`src/rtl/enemy_spawn_pkg.sv`:
```
// Shared types and constants for the enemy missile spawner.
package enemy_spawn_pkg;

  typedef enum logic [1:0] {
    IDLE   = 2'd0,
    ARMED  = 2'd1,
    LAUNCH = 2'd2,
    DONE   = 2'd3
  } spawn_state_t;

  localparam int NUM_CITIES = 6;
  localparam int X_W        = 10;
  localparam int TARGET_W   = 3;
  localparam int SLOT_W     = 3;
  localparam int ACC_W      = 16;

  // Raw 3-bit target codes 6 and 7 fold back onto cities 2 and 3.
  function automatic logic [TARGET_W-1:0] fold_target(input logic [TARGET_W-1:0] raw);
    fold_target = (raw >= TARGET_W'(NUM_CITIES)) ? (raw - 3'd4) : raw;
  endfunction

endpackage

```
`src/rtl/spawn_slot_picker.sv`:
```
// Lowest-set-bit priority encoder selecting the free missile slot.
module spawn_slot_picker
  import enemy_spawn_pkg::*;
#(
  parameter int NUM_SLOTS = 4
) (
  input  logic [NUM_SLOTS-1:0] slot_free,
  output logic [SLOT_W-1:0]    idx,
  output logic                 any
);

  // Scan from the top so the lowest free index wins.
  always_comb begin
    idx = '0;
    any = |slot_free;
    for (int i = NUM_SLOTS - 1; i >= 0; i--) begin
      idx = slot_free[i] ? SLOT_W'(i) : idx;
    end
  end

endmodule

```
`src/rtl/enemy_missile_spawner.sv`:
```
// Enemy missile launch scheduler: random decision per tick, slot pick, valid/ready hand-off.
// Optional ENEMY_SPAWN_STATS_EN adds a saturating launch_total counter.
module enemy_missile_spawner
  import enemy_spawn_pkg::*;
#(
  parameter int NUM_SLOTS     = 4,
  parameter int WAVE_MISSILES = 10,
  parameter int COOLDOWN      = 8,
  parameter int X_OFFSET      = 64
) (
  input  logic                 clk,
  input  logic                 reset,
  input  logic                 rand_bit,
  input  logic                 tick,
  input  logic                 wave_start,
  input  logic [NUM_SLOTS-1:0] slot_free,
  output logic                 launch_valid,
  input  logic                 launch_ready,
  output logic [SLOT_W-1:0]    launch_slot,
  output logic [X_W-1:0]       launch_x,
  output logic [TARGET_W-1:0]  launch_target,
  output logic [7:0]           missiles_left,
`ifdef ENEMY_SPAWN_STATS_EN
  output logic [15:0]          launch_total,
`endif
  output logic                 wave_done
);

  spawn_state_t          state_q, state_d;
  logic [ACC_W-1:0]      acc_q;
  logic [7:0]            cool_q, cool_d;
  logic [7:0]            left_q, left_d;
  logic [SLOT_W-1:0]     slot_q, slot_d;
  logic [X_W-1:0]        x_q, x_d;
  logic [TARGET_W-1:0]   target_q, target_d;
  logic                  valid_q, valid_d;
  logic                  done_q, done_d;
  logic                  handshake_s;
  logic [SLOT_W-1:0]     pick_idx_s;
  logic                  pick_any_s;
  logic                  unused_acc_s;

  assign unused_acc_s = ^acc_q[ACC_W-1:13];

  spawn_slot_picker #(
    .NUM_SLOTS(NUM_SLOTS)
  ) u_picker (
    .slot_free(slot_free),
    .idx      (pick_idx_s),
    .any      (pick_any_s)
  );

  // Next-state, counters and launch payload.
  always_comb begin
    state_d     = state_q;
    cool_d      = cool_q;
    left_d      = left_q;
    slot_d      = slot_q;
    x_d         = x_q;
    target_d    = target_q;
    handshake_s = 1'b0;
    case (state_q)
      IDLE, DONE: begin
        if (wave_start) begin
          left_d  = 8'(WAVE_MISSILES);
          cool_d  = 8'd0;
          state_d = ARMED;
        end else begin
          state_d = state_q;
        end
      end
      ARMED: begin
        if (!tick) begin
          state_d = ARMED;
        end else if (cool_q != 8'd0) begin
          cool_d = cool_q - 8'd1;
        end else if (acc_q[0] && pick_any_s) begin
          slot_d   = pick_idx_s;
          x_d      = X_W'(acc_q[9:1]) + X_W'(X_OFFSET);
          target_d = fold_target(acc_q[12:10]);
          state_d  = LAUNCH;
        end else begin
          state_d = ARMED;
        end
      end
      LAUNCH: begin
        if (launch_ready) begin
          handshake_s = 1'b1;
          left_d      = left_q - 8'd1;
          cool_d      = 8'(COOLDOWN);
          state_d     = (left_q == 8'd1) ? DONE : ARMED;
        end else begin
          state_d = LAUNCH;
        end
      end
      default: state_d = IDLE;
    endcase
    valid_d = (state_d == LAUNCH);
    done_d  = (state_d == DONE);
  end

  always_ff @(posedge clk) begin
    if (reset) begin
      state_q  <= IDLE;
      acc_q    <= '0;
      cool_q   <= 8'd0;
      left_q   <= 8'd0;
      slot_q   <= '0;
      x_q      <= '0;
      target_q <= '0;
      valid_q  <= 1'b0;
      done_q   <= 1'b0;
    end else begin
      state_q  <= state_d;
      acc_q    <= {acc_q[ACC_W-2:0], rand_bit};
      cool_q   <= cool_d;
      left_q   <= left_d;
      slot_q   <= slot_d;
      x_q      <= x_d;
      target_q <= target_d;
      valid_q  <= valid_d;
      done_q   <= done_d;
    end
  end

`ifdef ENEMY_SPAWN_STATS_EN
  logic [15:0] total_q;

  // Lifetime handshake count; survives wave restarts.
  always_ff @(posedge clk) begin
    if (reset) begin
      total_q <= 16'd0;
    end else if (handshake_s && (total_q != 16'hFFFF)) begin
      total_q <= total_q + 16'd1;
    end else begin
      total_q <= total_q;
    end
  end

  assign launch_total = total_q;
`else
  logic unused_handshake_s;
  assign unused_handshake_s = handshake_s;
`endif

  assign launch_valid  = valid_q;
  assign launch_slot   = slot_q;
  assign launch_x      = x_q;
  assign launch_target = target_q;
  assign missiles_left = left_q;
  assign wave_done     = done_q;

endmodule

```
`config.mk`:
```
export PLATFORM = sky130hd
export DESIGN_NAME = enemy_missile_spawner
export DESIGN_NICKNAME = d
export VERILOG_FILES = /design/src/rtl/enemy_spawn_pkg.sv /design/src/rtl/spawn_slot_picker.sv /design/src/rtl/enemy_missile_spawner.sv
export SDC_FILE = /design/constraint.sdc
export NUM_CORES = 1
export LEC_CHECK = 0
export CORE_AREA = 2 2 88 98
export DETAILED_ROUTE_END_ITERATION = 16
export DIE_AREA = 0 0 90 100
export SLEW_MARGIN = 25
export SYNTH_ARGS = -nofsm -noshare
export SYNTH_HDL_FRONTEND = slang
export SYNTH_HIERARCHICAL = 1
export SYNTH_SLANG_ARGS = --single-unit
```
`constraint.sdc`:
```
create_clock -name clk -period 6.6 [get_ports clk]
set_clock_uncertainty 0.2 [all_clocks]
set_input_delay 0.66 -clock clk [delete_from_list [all_inputs] [get_ports clk]]
set_output_delay 0.66 -clock clk [all_outputs]
set_load 0.01 [all_outputs]
```
==> flow_summary.json <==
{
  "crit_path_start_kind": "register",
  "die-width_um": 90,
  "placed_cell_area_um2": 2630,
  "postRouteAntennaNets": 0,
  "final_common_cell": "dfxtp_1",
  "comb_power_share_pct": 44.3,
  "critPathKind": "reg -> reg",
  "ir_worst_vdd_mv": 0.175,
  "max_stage_delay_ns": 0.79,
  "fin_area_um2": 2720,
  "drc": 0,
  "die_y_um": 100,
  "cts_tree": "built",
  "ys_seq_area_share_pct": 44.6,
  "area_growth_pct": 23.7,
  "p_leak_uw": 0.000950,
  "ctsRootBufferMaster": "clkbuf_8",
  "switching_power_uw": 414,
  "holdPathStages": 2,
  "clk_pin_slew_ns": 0.09,
  "rr_worst_depth": 6,
  "yosys_warnings": 6,
  "wl_per_cell_um": 12.0,
  "pre_cts_ws_ns": 3.68,
  "end_kind": "register",
  "final_hold_viol_count": 0,
  "grt_start_max_net_pins": 40,
  "grt_antenna_before_repair": 0,
  "initial_core_util_pct": 27.0,
  "power_per_cell_area_nw_per_um2": 375,
  "path_max_fanout": 17,
  "cts_made_buffers": 5,
  "slew_viol_final": 0,
  "swShare_pct": 40.5,
  "firstDrtPassIters": 4,
  "tns_ns": 0,
  "cts-resized-gates": 0,
  "worst_slack_ns": 3.83,
  "maxSlewHeadroom_pct": 41.7,
  "nNetsFinal": 295,
  "clk_latency_ns": 0.30,
  "n_antenna_cell": 0,
  "grt_pass1_wl_um": 8050,
  "drt_iter0_drc": 47,
  "drive_gt1_share_pct": 12.5,
  "postCtsSetupBuffers": 0,
  "required_ns": 6.66,
  "tightest_slew_ns": 0.869,
  "synth.avg_cell_area_um2": 8.95,
  "viasPerCell": 4.66,
  "num_io_pins": 36,
  "clockBufferDepth": 2,
  "vias": 1824,
  "yosys_most_used_dff": "dfxtp_1",
  "async_flop_share_pct": 0,
  "wl_um": 4680,
  "fmax_mhz": 361,
  "finalCritPeriodShare_pct": 41.9,
  "cts_sinks": 49,
  "postSynthCellCount": 246,
  "routabilityCongestion": 0.826,
  "rsz0062_at_grt": "false",
  "grt_overflow": 0,
  "cp_data_arrival_time_ns": 2.82,
  "rows": 35,
  "ys_seq_elements": 49,
  "setup_viol": 0,
  "grt_pass1_vias": 1728,
  "netlist_area_um2": 2200,
  "final_cell_mix": "49 x dfxtp_1, 35 x clkdlybuf4s50_1, 27 x nand2_1",
  "postCtsHoldBufs": 0,
  "status": "completed",
  "intPower_uw": 608,
  "hp-class": "reg -> reg",
  "fin_crit_ns": 2.77,
  "core_area_um2": 8150,
  "path_cells": "inv_1, ha_1, or3b_2, nor4_4, o311ai_1, o21ba_1",
  "synth_nets": 262,
  "numPortBuffers": 35,
  "dieArea_um2": 9000,
  "htree_levels": 2,
  "ys_types": 47,
  "power_frac_seq_pct": 37.8,
  "grt_usage_pct": 10.9,
  "n_fill_cell": 913,
  "synth_edf_count": 0,
  "cap_viol_max_count": 0,
  "clock_power_share_pct": 18.0,
  "worst_path_max_delay_cell": "nor4_4",
  "hpwl_um": 3400
}
path summary, 6_finish.rpt:
path | start | endpoint | slack [ns]
worst min register to register | launch_slot[2] | launch_slot[2] | 0.25
worst max register to register | cool_q[0] | launch_valid | 3.83
worst max-delay path | cool_q[0] | launch_valid | 3.83
worst min-delay path | launch_slot[2] | launch_slot[2] | 0.25
critical path, delay by kind of cell (launching register included):
kind            cells  cell delay (ns)
compound gates      2             0.55
fa+ha+maj           1             0.23
buf+inv             1             0.08
flops               1             0.34
simple gates        2             1.32
through the flow:
| step | util, % | hold slack, ns | power, uW | instances |
|---|---|---|---|---|
| after detailed placement | 32.3 | 0.245 | 841 | 383 |
| after global routing | 33.4 | 0.268 | 1100 | 391 |
| final | 33.4 | 0.253 | 1020 | 391 |
| after floorplan | - | 0.232 | 706 | 246 |
| after CTS | 33.4 | 0.258 | 1030 | 391 |
| after global placement | 32.3 | 0.242 | 835 | 383 |
registers in the layout, summed over array words and instances (netlist names):
register       cells
launch_slot        3
wave_done          1
cool_q             8
state_q            2
launch_x          10
launch_target      3
acc_q             13
missiles_left      8
launch_valid       1
synth_stat cells, drive strengths merged (2+ instances only):
| library cell | count | area (um2) |
|---|---|---|
| inv | 12 | 45.0 |
| dfxtp | 49 | 981 |
| nor2 | 12 | 45.0 |
| or4 | 9 | 75.1 |
| nor4 | 6 | 58.8 |
| a31oi | 2 | 12.5 |
| nor3 | 8 | 40.0 |
| nand3 | 5 | 25.0 |
| a21oi | 26 | 164 |
| nand2b | 5 | 31.3 |
| o31ai | 5 | 37.5 |
| ha | 6 | 75.1 |
| nand4 | 4 | 25.0 |
| nor2b | 15 | 93.8 |
| or3 | 2 | 12.5 |
| xor2 | 2 | 17.5 |
| nand2 | 37 | 164 |
| o21ai | 8 | 40.0 |
| buf | 5 | 51.3 |
| a211oi | 5 | 37.5 |
| and3 | 2 | 12.5 |
| clkbuf | 5 | 18.8 |
power by group through the flow:
stage | Combinational (uW) | Sequential, uW | Clock (uW)
2_1_floorplan | 315 | 391 | 0
3_3_place_gp | 444 | 392 | 0
3_5_place_dp | 451 | 390 | 0
4_1_cts | 452 | 385 | 191
5_1_grt | 505 | 391 | 205
6_report | 452 | 386 | 183
routing by layer:
metal  GRT usage (%)  vias to the layer above  share of wire, %
met1            14.2                      861                49
met5               0                        -                 0
li1                -                      934                 -
met3            2.70                        6               3.0
met2            18.0                       23                46
met4            3.20                        0               1.2
cells by family (layout without fill, tap and decap cells):
| family | after synthesis | after routing | synth area share (%) |
|---|---|---|---|
| AO/OA/AOI/OAI | 55 | 55 | 17.1 |
| adder cells (fa/ha/maj) | 6 | 6 | 3.41 |
| XOR/XNOR | 3 | 3 | 1.19 |
| other | 1 | 1 | 0.170 |
| AND/OR/NAND/NOR | 110 | 110 | 28.4 |
| buffers and inverters | 22 | 56 | 5.23 |
| flip-flops | 49 | 49 | 44.6 |
layout make-up:
type / count / area [um2] / share of cell area [%]
inverters: 12 / 45.0 / 1.65
multi-input cells: 175 / 1100 / 40.6
flip-flops and latches: 49 / 981 / 36.0
repair buffers: 36 / 358 / 13.1
well taps: 111 / 139 / 5.10
clock buffers: 5 / 68.8 / 2.53
clock inverters: 3 / 26.3 / 0.965
Note: power is estimated with default switching activity, not from simulation.
